### config.mk
export PLATFORM = sky130hd
export DESIGN_NAME = lbdr_port_arbiter
export DESIGN_NICKNAME = d
export VERILOG_FILES = /design/src/rtl/lbdr_pkg.sv /design/src/rtl/lbdr_port_arbiter_rr_pick.sv /design/src/rtl/lbdr_port_arbiter.sv
export SDC_FILE = /design/constraint.sdc
export NUM_CORES = 1
export LEC_CHECK = 0
export CAP_MARGIN = 0
export CORE_MARGIN = 2
export CORE_UTILIZATION = 30
export DETAILED_ROUTE_END_ITERATION = 10
export GPL_TIMING_DRIVEN = 0
export PLACE_DENSITY = 0.61
export SETUP_SLACK_MARGIN = 0.4
export SYNTH_ARGS = -nofsm -noshare
export SYNTH_HDL_FRONTEND = slang
export SYNTH_HIERARCHICAL = 1
export SYNTH_SLANG_ARGS = --single-unit
export TNS_END_PERCENT = 5
### constraint.sdc
create_clock -name clk -period 5.3 [get_ports clk]
set_input_delay 0.53 -clock clk [delete_from_list [all_inputs] [get_ports clk]]
set_output_delay 0.53 -clock clk [all_outputs]
set_load 0.02 [all_outputs]
### src/rtl/lbdr_pkg.sv
// Shared router definitions: flit types, port indices, arbiter states.
package lbdr_pkg;

    localparam logic [2:0] HEADER  = 3'b001;
    localparam logic [2:0] PAYLOAD = 3'b010;
    localparam logic [2:0] TAIL    = 3'b100;

    localparam int P_N = 0;
    localparam int P_E = 1;
    localparam int P_W = 2;
    localparam int P_S = 3;
    localparam int P_L = 4;

    typedef enum logic {
        IDLE,
        LOCKED
    } arb_state_t;

endpackage

### src/rtl/lbdr_port_arbiter_rr_pick.sv
// Combinational round-robin picker: first eligible index after last_winner.
module rr_pick #(
    parameter int NREQ = 5,
    parameter int IW   = (NREQ > 1) ? $clog2(NREQ) : 1
) (
    input  logic [NREQ-1:0] eligible,
    input  logic [IW-1:0]   last_winner,
    output logic [NREQ-1:0] winner,
    output logic            any
);

    logic [IW-1:0] idx;

    always_comb begin
        winner = '0;
        any    = 1'b0;
        idx    = '0;
        for (int k = 1; k <= NREQ; k++) begin
            idx = IW'((int'(last_winner) + k) % NREQ);
            if (!any && eligible[idx]) begin
                winner[idx] = 1'b1;
                any         = 1'b1;
            end
        end
    end

endmodule

### src/rtl/lbdr_port_arbiter.sv
// Per-output packet arbiter with round-robin grant and downstream flow control.
// Define ARB_CREDIT_EN for a credit counter; otherwise credit_in is a ready level.
module lbdr_port_arbiter
    import lbdr_pkg::*;
#(
    parameter int CREDITS = 4,
    parameter int NREQ    = 5
) (
    input  logic              clk,
    input  logic              rst,
    input  logic [NREQ-1:0]   req,
    input  logic [NREQ-1:0]   valid,
    input  logic [3*NREQ-1:0] flit_id,
    input  logic              credit_in,
    output logic [NREQ-1:0]   grant,
    output logic [NREQ-1:0]   rd_en,
    output logic              out_valid,
    output logic              busy,
    output logic [3:0]        credit_cnt
);

    localparam int IW = (NREQ > 1) ? $clog2(NREQ) : 1;

    if (CREDITS < 1 || CREDITS > 15) begin : g_bad_credits
        $error("CREDITS must be in 1..15");
    end

    arb_state_t      state_q, state_d;
    logic [NREQ-1:0] grant_q, grant_d;
    logic [IW-1:0]   lw_q, lw_d;
    logic            busy_q, busy_d;

    logic [NREQ-1:0] eligible;
    logic [NREQ-1:0] pick_oh;
    logic            pick_any;
    logic [IW-1:0]   widx;
    logic [2:0]      gflit;
    logic            can_send;
    logic            fwd;
    logic            is_tail;

    always_comb begin
        eligible = '0;
        for (int i = 0; i < NREQ; i++) begin
            eligible[i] = req[i] & valid[i]
                        & (flit_id[3*i +: 3] == HEADER);
        end
    end

    rr_pick #(
        .NREQ (NREQ),
        .IW   (IW)
    ) u_rr_pick (
        .eligible    (eligible),
        .last_winner (lw_q),
        .winner      (pick_oh),
        .any         (pick_any)
    );

    always_comb begin
        widx  = '0;
        gflit = '0;
        for (int i = 0; i < NREQ; i++) begin
            if (grant_q[i]) begin
                widx  = IW'(i);
                gflit = flit_id[3*i +: 3];
            end
        end
    end

    // Pops are suppressed while reset is held so an abandoned packet loses nothing more.
    always_comb begin
        rd_en = '0;
        if (rst && state_q == LOCKED) begin
            rd_en = grant_q & valid & {NREQ{can_send}};
        end
    end

    assign fwd       = |rd_en;
    assign is_tail   = fwd && (gflit == TAIL);
    assign out_valid = fwd;
    assign grant     = grant_q;
    assign busy      = busy_q;

    always_comb begin
        state_d = state_q;
        grant_d = grant_q;
        lw_d    = lw_q;
        busy_d  = busy_q;
        unique case (state_q)
            IDLE: begin
                if (pick_any) begin
                    state_d = LOCKED;
                    grant_d = pick_oh;
                    busy_d  = 1'b1;
                end
            end
            LOCKED: begin
                if (is_tail) begin
                    state_d = IDLE;
                    grant_d = '0;
                    busy_d  = 1'b0;
                    lw_d    = widx;
                end
            end
        endcase
    end

    always_ff @(posedge clk) begin
        if (!rst) begin
            state_q <= IDLE;
            grant_q <= '0;
            lw_q    <= IW'(NREQ - 1);
            busy_q  <= 1'b0;
        end else begin
            state_q <= state_d;
            grant_q <= grant_d;
            lw_q    <= lw_d;
            busy_q  <= busy_d;
        end
    end

`ifdef ARB_CREDIT_EN
    localparam logic [3:0] CRED_MAX = 4'(CREDITS);

    logic [3:0] cnt_q, cnt_d;

    assign can_send   = (cnt_q != 4'd0);
    assign credit_cnt = cnt_q;

    // A pop and a returned credit in the same cycle cancel out.
    always_comb begin
        cnt_d = cnt_q;
        if (fwd && !credit_in) begin
            cnt_d = cnt_q - 4'd1;
        end else if (!fwd && credit_in && cnt_q != CRED_MAX) begin
            cnt_d = cnt_q + 4'd1;
        end
    end

    always_ff @(posedge clk) begin
        if (!rst) begin
            cnt_q <= CRED_MAX;
        end else begin
            cnt_q <= cnt_d;
        end
    end
`else
    assign can_send   = credit_in;
    assign credit_cnt = 4'd0;
`endif

endmodule

## Yosys cells after proc, flatten, opt, wreduce, memory -nomap -nowiden

Index checks and enable logic that the tools add are counted.

| operators by class | value |
|---|---|
| divide/modulo/power cells | 5 |
| $add $sub $neg | 5 |
| order comparisons | 10 |
| muxes and demuxes | 49 |
| bitwise logic cells | 17 |
| eq/ne operators | 8 |
| reduce and logical (&&, ||, !) cells | 18 |

Operators with widths:

| kind | number |
|---|---|
| $mod 32x4->32 const B | 5 |
| $mux 5 | 8 |
| $mux 3 | 8 |
| $lt 3x4->1 const B | 5 |
| $mux 1 | 20 |
| $or 5x5->5 | 4 |
| $bmux 1 s3 | 5 |
| $demux 1 s3 | 5 |
| $eq 3x1->1 const B | 5 |
| $ge 3x1->1 const B | 5 |
| $logic_and 1x1->1 | 11 |
| $and 1x1->1 | 10 |
| $and 5x5->5 | 2 |
| $pmux 5 s2 | 1 |
| $add 3x2->4 const B | 2 |
| $add 3x3->4 const B | 2 |
| $reduce_or 5->1 | 1 |
| $add 3x1->4 const B | 1 |
| $logic_not 1->1 | 4 |
| $pmux 1 s2 | 2 |
| $reduce_and 2->1 | 2 |
| $eq 3x3->1 const B | 1 |
| $ne 2x1->1 const B | 1 |
| $ne 2x2->1 const B | 1 |
| $not 1->1 | 1 |

| word-level totals | value |
|---|---|
| flip-flop bits (word level) | 10 |
| word-level logic and storage cells | 116 |
| input port bits | 28 |
| output and inout port bits | 16 |

## Longest topological paths before layout

Gate-level depths: netlist of the first run.

| logic depth | value |
|---|---|
| depth in word-level cells | 19 |
| mapped depth | 25 |
| depth with buffers taken out | 21 |

## By module

Netlist of the first run, hierarchy kept.

Modules (own cells, without submodules):

| module | cells an instance | area an instance (µm²) | instances | sequential area each (µm²) |
|---|---|---|---|---|
| rr_pick | 288 | 2031.9 | 1 | 0.0 |
| lbdr_port_arbiter | 83 | 669.4 | 1 | 200.2 |

## Worst setup path before layout of the first run

No wires, ideal clock.

| timing | value |
|---|---|
| kind | register to register |
| start point | register lw_q[0] |
| end point | register busy_q, in the netlist busy |
| arrival | 5.337 ns |
| clock period less this slack | 5.417 ns |
| cell stages (with the launch flop) | 26 |
| path buffers | 4 |
| data required time | 5.220 ns |
| slack | -0.117 ns |
| setup time | 0.080 ns |
| path through | dfxtp_1 buf_2 clkinv_1 clkbuf_1 ha_1 clkbuf_1 inv_1 ha_1 nor2_2 a21oi_1 xnor2_2 inv_1 ha_1 nor2b_1 a2111oi_4 a211o_1 buf_6 nor3_4 o211a_1 a211oi_2 a21oi_2 nand2_1 a21o_1 nor2b_1 nor2_1 nor3b_1 |

| on the way | value |
|---|---|
| longest elaborated chain between the ends | 19 |
| elaborated cells on any way between the ends | 35 |
| classes of those cells | add/sub (5); div (5); eq/ne (1); mux (15); reduce/logical (9) |

RTL lines:

| what | line | source |
|---|---|---|
| start, declared | lbdr_port_arbiter.sv:30 | `logic [IW-1:0] lw_q, lw_d;` |
| start signal, assigned | lbdr_port_arbiter.sv:113 | `lw_q <= IW'(NREQ - 1);` |
| start signal, assigned | lbdr_port_arbiter.sv:118 | `lw_q <= lw_d;` |
| $add 3x1->4 | lbdr_port_arbiter_rr_pick.sv:19 | `idx = IW'((int'(last_winner) + k) % NREQ);` |
| $mod 32x4->32 | lbdr_port_arbiter_rr_pick.sv:19 |  |
| $bmux 1 s3 | lbdr_port_arbiter_rr_pick.sv:20 | `if (!any && eligible[idx]) begin` |
| $mux 1 (implied by the code) | lbdr_port_arbiter_rr_pick.sv:20 |  |
| $mux 1 | lbdr_port_arbiter_rr_pick.sv:20 |  |
| $logic_not 1->1 | lbdr_port_arbiter_rr_pick.sv:20 |  |
| $logic_and 1x1->1 | lbdr_port_arbiter_rr_pick.sv:20 |  |
| $mux 1 | lbdr_port_arbiter_rr_pick.sv:20 |  |
| [4 not listed] | - |  |
| $logic_and 1x1->1 | lbdr_port_arbiter_rr_pick.sv:20 |  |
| $mux 1 | lbdr_port_arbiter_rr_pick.sv:20 |  |
| $logic_not 1->1 | lbdr_port_arbiter_rr_pick.sv:20 |  |
| $logic_and 1x1->1 | lbdr_port_arbiter_rr_pick.sv:20 |  |
| $mux 1 * | lbdr_port_arbiter_rr_pick.sv:20 |  |
| net pick_any | lbdr_port_arbiter.sv:35 | `logic pick_any;` |
| $ne 2x2->1 (no line) * | - |  |
| $reduce_and 2->1 (no line) * | - |  |
| end signal, assigned | lbdr_port_arbiter.sv:119 | `busy_q <= busy_d;` |
| end, declared | lbdr_port_arbiter.sv:31 | `logic busy_q, busy_d;` |

Mark *: on every way through the listed nets, which the timed path passes. The rest lies on a longest branch. The select of a mux whose other input is x is not followed.
A chain may end at the register's enable or synchronous reset.

## Final worst setup path of the first run

Same ends and word-level chain as after synthesis.

==> results.ini, run 1 <==
[run_status]
outcome=completed

[synth]
ys.flop_type=dfxtp_1
ys_ff_latch=10
ys_seq_area_share_pct=7.411
async_reset_ff_share_pct=0
ys_types=79
netlist_instances=371
avgSynthCellArea_sq_um=7.281
syn-cell-area_sq_um=2701
yosys_warnings=6
synth_edf_count=0

[detailed_routing]
vias_per_cell=5.603
wl_per_cell_microns=15.41
drc=0
vias=2992
wl_microns=8228
drt_pass1_iterations=5
first_iter_violations=127
postRouteAntennaNets=0

[placed_design]
gp_congestion=0.9120
port_buffers=38
dpl_cell_area_sq_um=3244
post-dp-hpwl_microns=6357
placed_cells=520
dp_slack_ps=-637.8

[grt]
grt_max_degree=14
antenna_found_initial=0
grt_use_total_pct=16.69
grt_pass1_wl_microns=13610
gr-total-overflow=0
first_global_vias=2847

[sta]
fmax_ghz=0.2163
period_minus_slack_ps=4624
tightest_slew_ps=732.2
finalClockSkew_ps=1.630
fin_setup_tns_ps=0
finalCritPeriodShare_pct=87.24
layout_setup_ws_ps=676.3
maxSlewViolCount=0
rsz0062_at_grt=false
hold_violations=0
finalSetupViolCount=0
relSlewSlack_pct=50.77

[critical_path]
critical_path_class=flip-flop to flip-flop
setup.worst_path.start=lw_q[0]$_SDFFE_PN0P_
startpoint_type=flip-flop
cp-end-kind=flip-flop
path_max_fanout=13
crit_required_ps=5460
rr_startpoint=lw_q[0]$_SDFFE_PN0P_
cp_data_arrival_time_ps=4780

[power_and_ir_drop]
p_per_area_nw_per_um2=65.20
ir_worst_vdd_v=0.00004598
power_leakage_uw=0.001315
fin_total_pwr_uw=227.2

[finish]
n_fill_cell=871
final_cell_mix=clkdlybuf4s50_1, nor2_1, nand3_1
final_nets=481
insertedDiodeCount=0
drive_gt1_share_pct=17.14
final_common_cell=clkdlybuf4s50_1
final_cell_area_sq_um=3485
multi_input_area_sq_um=2354
ff_latch_area_sq_um=205.2
syn_to_final_growth_pct=28.99
fin_cells=534

[floorplan]
io_pins=44
dieArea_sq_um=9779
num_rows=34
die_w_microns=98.89
die_y_microns=98.89
core_area_sq_um=8721
start_util_pct=30.98

[clocking]
numCtsBuffers=3
clk_pin_slew_worst_paths_ps=50
cts-root-buf=clkbuf_8
cts_tree=done
clk_latency_ps=240
cts.sinks=10
clk_path_buf_depth=2
h-tree-depth=1
postCtsHoldBufs=0

[hold_path]
hold_class=flip-flop to flip-flop
holdCritStartpoint=busy$_SDFFE_PN0P_

[flow_run]
cap_violations=0

[what timing repair did]
| action | 4_1_cts | 5_1_grt |
|---|---|---|
| buffers inserted | 2 | 8 |
| gates cloned | 0 | 0 |
| endpoints found under the setup margin | 7 | 7 |
| pin swaps | 4 | 5 |
| resized for setup | 17 | 11 |
[through the flow]
stage                     util, %  hold slack [ps]
after floorplan                 -            501.1
after global placement      37.20            489.1
after detailed placement    37.20            494.6
after CTS                   38.81            506.5
after global routing        39.96            527.6
final                       39.96            513.1
[cell type report]
class | instances | area share [%]
multi-input cells | 318 | 67.54
repair buffers | 48 | 13.07
flip-flops and latches | 10 | 5.889
plain buffers | 25 | 5.422
well taps | 108 | 3.878
inverters | 21 | 2.621
clock buffers | 4 | 1.580
[flip-flops by register name (all words and copies together), names as in the netlist]
register and count:
lw_q 3, busy 1, state_q 1, grant 5
[layer usage]
metal	part of all wire (%)	GRT usage, %
met4	2.6	6.533
met5	0	0
met2	45	27.18
met1	47	22.44
met3	5.5	1.986
[cells by family after synthesis]
| kind of cell | Yosys count | synth area share (%) |
|---|---|---|
| simple gates | 166 | 34.00 |
| xor+xnor | 9 | 4.586 |
| other cells | 1 | 0.1388 |
| mux | 12 | 5.141 |
| buf+inv | 46 | 8.568 |
| fa+ha+maj | 27 | 12.41 |
| compound gates | 100 | 27.75 |
| flops | 10 | 7.411 |
[path summary, 6_finish.rpt]
| path | to | slack [ps] | cells past startpoint |
|---|---|---|---|
| worst min-delay path | busy$_SDFFE_PN0P_ | 510 | 2 |
| worst max-delay path | busy$_SDFFE_PN0P_ | 680 | 25 |
| worst min register to register | busy$_SDFFE_PN0P_ | 510 | 2 |
| worst max register to register | busy$_SDFFE_PN0P_ | 680 | 25 |
[where the power goes]
group	total [uW]	internal, uW	switching (uW)
combinational	50.9	29.4	21.5
clock	98.1	65.5	32.6
sequential	78.2	76.3	1.92
total	227	171	56.0
[critical path: stages, from the launching register on]
cell        delay [ps]
dfxtp_4            400
buf_8              160
clkinv_4           120
buf_8              180
ha_4               310
buf_8              160
clkinvlp_4          90
ha_2               190
nor2_4             100
a21oi_2             80
xnor2_2            220
inv_2               90
ha_1               200
nor2b_2            180
a2111oi_4          290
a211o_1            170
buf_6              150
nor3_4              40
o211a_1            260
a211oi_4           280
a21oi_4            140
nand2_1            100
a21o_1             160
nor2b_4            230
nor2_1              60
nor3b_1            170
[synth_stat cells, types with 2 or more instances]
master | n | area share [%]
o31ai_1 | 8 | 2.2
and4_1 | 2 | 0.65
ha_1 | 26 | 12
a31o_2 | 3 | 0.97
nand3_1 | 29 | 5.4
dfxtp_1 | 10 | 7.4
nand3b_1 | 3 | 0.83
and3_4 | 2 | 0.83
nor4bb_1 | 2 | 0.74
a211oi_1 | 4 | 1.1
o21ai_0 | 22 | 4.1
a32oi_1 | 2 | 0.65
clkbuf_1 | 9 | 1.3
nor3_1 | 13 | 2.4
and2_1 | 6 | 1.4
nand2b_1 | 11 | 2.5
buf_1 | 4 | 0.56
buf_6 | 5 | 2.1
inv_2 | 3 | 0.42
a21oi_1 | 13 | 2.4
buf_4 | 5 | 1.4
nor2b_1 | 7 | 1.6
a31oi_1 | 6 | 1.4
nand4_1 | 2 | 0.46
xnor2_1 | 5 | 1.6
inv_1 | 17 | 2.4
a41oi_1 | 3 | 0.97
nand2_1 | 26 | 3.6
o211a_1 | 2 | 0.74
o211ai_1 | 8 | 2.2
buf_2 | 2 | 0.37
a211o_1 | 3 | 0.97
a21o_1 | 4 | 1.1
nand4b_1 | 3 | 0.97
or3_1 | 2 | 0.46
mux2i_1 | 9 | 3.3
o21bai_1 | 3 | 0.83
nor4_1 | 3 | 0.69
nor3b_1 | 5 | 1.4
nor2_1 | 30 | 4.2
a211oi_2 | 2 | 0.93
and3_1 | 10 | 2.3
(Power assumes the default switching activity.)
==> inputs of run 2 (changes only) <==
Settings changed: CORE_UTILIZATION 30 to 50, PLACE_DENSITY 0.61 to 0.87.
==> results.ini, run 2 (synthesized netlist as in run 1, its figures left out) <==
[finish]
final_cell_mix=clkdlybuf4s50_1, nor2_1, nand3_1  ; unchanged
multi_input_area_sq_um=2350  ; was 2354 sq um
final_cell_area_sq_um=3402  ; was 3485 sq um
final_common_cell=clkdlybuf4s50_1  ; unchanged
largest_reg_flops=5  ; unchanged
insertedDiodeCount=0  ; unchanged
final_nets=479  ; was 481
drive_gt1_share_pct=16.78  ; was 17.14%
syn_to_final_growth_pct=25.94  ; was 28.99%
fin_cells=493  ; was 534
n_fill_cell=455  ; was 871
ff_latch_area_sq_um=205.2  ; unchanged

[detailed_routing]
first_iter_violations=258  ; was 127
postRouteAntennaNets=0  ; unchanged
vias_per_cell=6.410  ; was 5.603
vias=3160  ; was 2992
dr_wl_met3_microns=664  ; was 449 microns
drc=0  ; unchanged
drt_pass1_iterations=5  ; unchanged
wl_met2_microns=4111  ; was 3689 microns
wl_per_cell_microns=16.65  ; was 15.41 microns
drt-met1-wl_microns=3223  ; was 3873 microns
top_layer_used=met4  ; unchanged
wl_microns=8209  ; was 8228 microns

[power_and_ir_drop]
p_per_area_nw_per_um2=61.73  ; was 65.20 nW/um^2
ir_worst_vdd_v=0.0001763  ; was 0.00004598 V
fin_total_pwr_uw=210.0  ; was 227.2 uW
power_leakage_uw=0.001303  ; was 0.001315 uW

[critical_path]
startpoint_type=flip-flop  ; unchanged
cp-end-kind=flip-flop  ; unchanged
cp_top_family=compound AO/OA/AOI/OAI gates  ; unchanged
setup.worst_path.start=lw_q[0]$_SDFFE_PN0P_  ; unchanged
path_max_fanout=13  ; unchanged
critPathMaxStageDelay_ps=390  ; was 400 ps
rr_startpoint=lw_q[0]$_SDFFE_PN0P_  ; unchanged
crit_cells=25  ; unchanged
r2r_cells=25  ; unchanged
critical_path_class=flip-flop to flip-flop  ; unchanged
cp_data_arrival_time_ps=4890  ; was 4780 ps
critPathBufInv=7  ; unchanged
cp_common_cell=clkbuf_8  ; was buf_8
crit_slowest_cell=dfxtp_4  ; unchanged
crit_required_ps=5470  ; was 5460 ps

[clocking]
numCtsBuffers=3  ; unchanged
postCtsHoldBufs=0  ; unchanged
cts-root-buf=clkbuf_8  ; unchanged
cts.sinks=10  ; unchanged
h-tree-depth=1  ; unchanged
cts_tree=done  ; unchanged
clk_path_buf_depth=2  ; unchanged
clk_pin_slew_worst_paths_ps=50  ; about the same
clk_latency_ps=240  ; about the same

[hold_path]
whs_path_depth=2  ; unchanged
hold_class=flip-flop to flip-flop  ; unchanged
holdCritStartpoint=busy$_SDFFE_PN0P_  ; unchanged

[sta]
relSlewSlack_pct=50.54  ; was 50.77%
finalSetupViolCount=0  ; unchanged
fin_setup_tns_ps=0  ; unchanged
finalCritPeriodShare_pct=89.19  ; was 87.24%
hold_violations=0  ; unchanged
period_minus_slack_ps=4727  ; was 4624 ps
rsz0062_at_grt=true  ; was false
fmax_ghz=0.2115  ; was 0.2163 GHz
maxSlewViolCount=0  ; unchanged
tightest_slew_ps=735.6  ; was 732.2 ps
finalClockSkew_ps=0.5805  ; was 1.630 ps

[floorplan]
start_util_pct=52.23  ; was 30.98%
dieArea_sq_um=6006  ; was 9779 sq um
io_pins=44  ; unchanged
die_y_microns=77.50  ; was 98.89 microns
die_w_microns=77.50  ; was 98.89 microns
core_area_sq_um=5172  ; was 8721 sq um
num_rows=26  ; was 34

[grt]
first_global_vias=2949  ; was 2847
gr-total-overflow=0  ; unchanged
grt_pass1_wl_microns=13860  ; was 13610 microns
grt_max_degree=14  ; unchanged
antenna_found_initial=0  ; unchanged
grt_use_total_pct=27.56  ; was 16.69%

[placed_design]
placed_cells=482  ; was 520
port_buffers=38  ; unchanged
post-dp-hpwl_microns=6185  ; was 6357 microns
gp_congestion=0.9174  ; was 0.9120
dpl_cell_area_sq_um=3197  ; was 3244 sq um

[flow_run]
cap_violations=0  ; unchanged

[run_status]
outcome=completed  ; unchanged

-- run 2: changes by cell type in the layout (fill, tap and decap cells not counted), sizes merged --
cell / previous run / this run
buf: 28 / 24
clkbuf: 11 / 12
-- run 2: metrics by stage --
stage,setup slack (ps),hold slack [ps],utilization [%]
after global placement,-383.2,489.2,61.80
after CTS,404.9,520.9,64.66
final,572.9,510.7,65.77
after global routing,363.2,544.6,65.77
after floorplan,411.0,501.1,-
after detailed placement,-562.9,513.0,61.80
-- run 2: where the power goes --
group	leakage (uW)	internal [uW]	switching [uW]
clock	0.0000216	49.8	30.6
sequential	0.0000822	76.4	1.96
combinational	0.00120	29.4	21.9
-- run 2: worst paths after layout --
path | to | slack [ps]
setup / recovery | grant[2]$_SDFFE_PN0P_ | 570
hold / removal | busy$_SDFFE_PN0P_ | 510
setup reg to reg | grant[2]$_SDFFE_PN0P_ | 570
hold reg to reg | busy$_SDFFE_PN0P_ | 510
-- run 2: area by class of cell --
class / instances / area share (%)
Buffer: 25 / 5.480
Clock buffer: 3 / 1.214
Inverter: 21 / 2.685
Multi-Input combinational cell: 318 / 69.07
Sequential cell: 10 / 6.032
Tap cell: 70 / 2.574
Timing Repair Buffer: 46 / 12.95
-- run 2: worst register-to-register path: stages, from the launching register on --
cell,delay (ps)
dfxtp_4,390
buf_8,160
clkinv_4,120
clkbuf_8,210
ha_4,320
clkbuf_8,190
clkinvlp_4,120
ha_2,200
nor2_4,90
a21oi_2,80
xnor2_2,240
inv_2,90
ha_1,190
nor2b_2,210
nor3_2,90
a211o_1,280
buf_6,150
nand2_2,90
o211ai_1,150
a211oi_4,330
a21oi_4,130
nand2_1,120
a21o_1,210
nor2b_4,250
nand3_1,150
o21ai_2,110
-- run 2: what timing repair did --
item,in CTS,in global routing
pin swaps,4,5
buffers inserted,5,3
resized for setup,17,10
endpoints found under the setup margin,7,7
-- run 2: routing by layer --
metal	vias up	GRT usage, %
met5	-	0
met1	1476	34.14
li1	1479	-
met4	0	6.786
met3	26	1.512
met2	179	51.74
==> inputs of run 3 (changes only) <==
Settings changed: CTS_CLUSTER_DIAMETER set to 50.
==> results of run 3 <==
The final DEF is identical to that of run 2; final timing and power are the same.
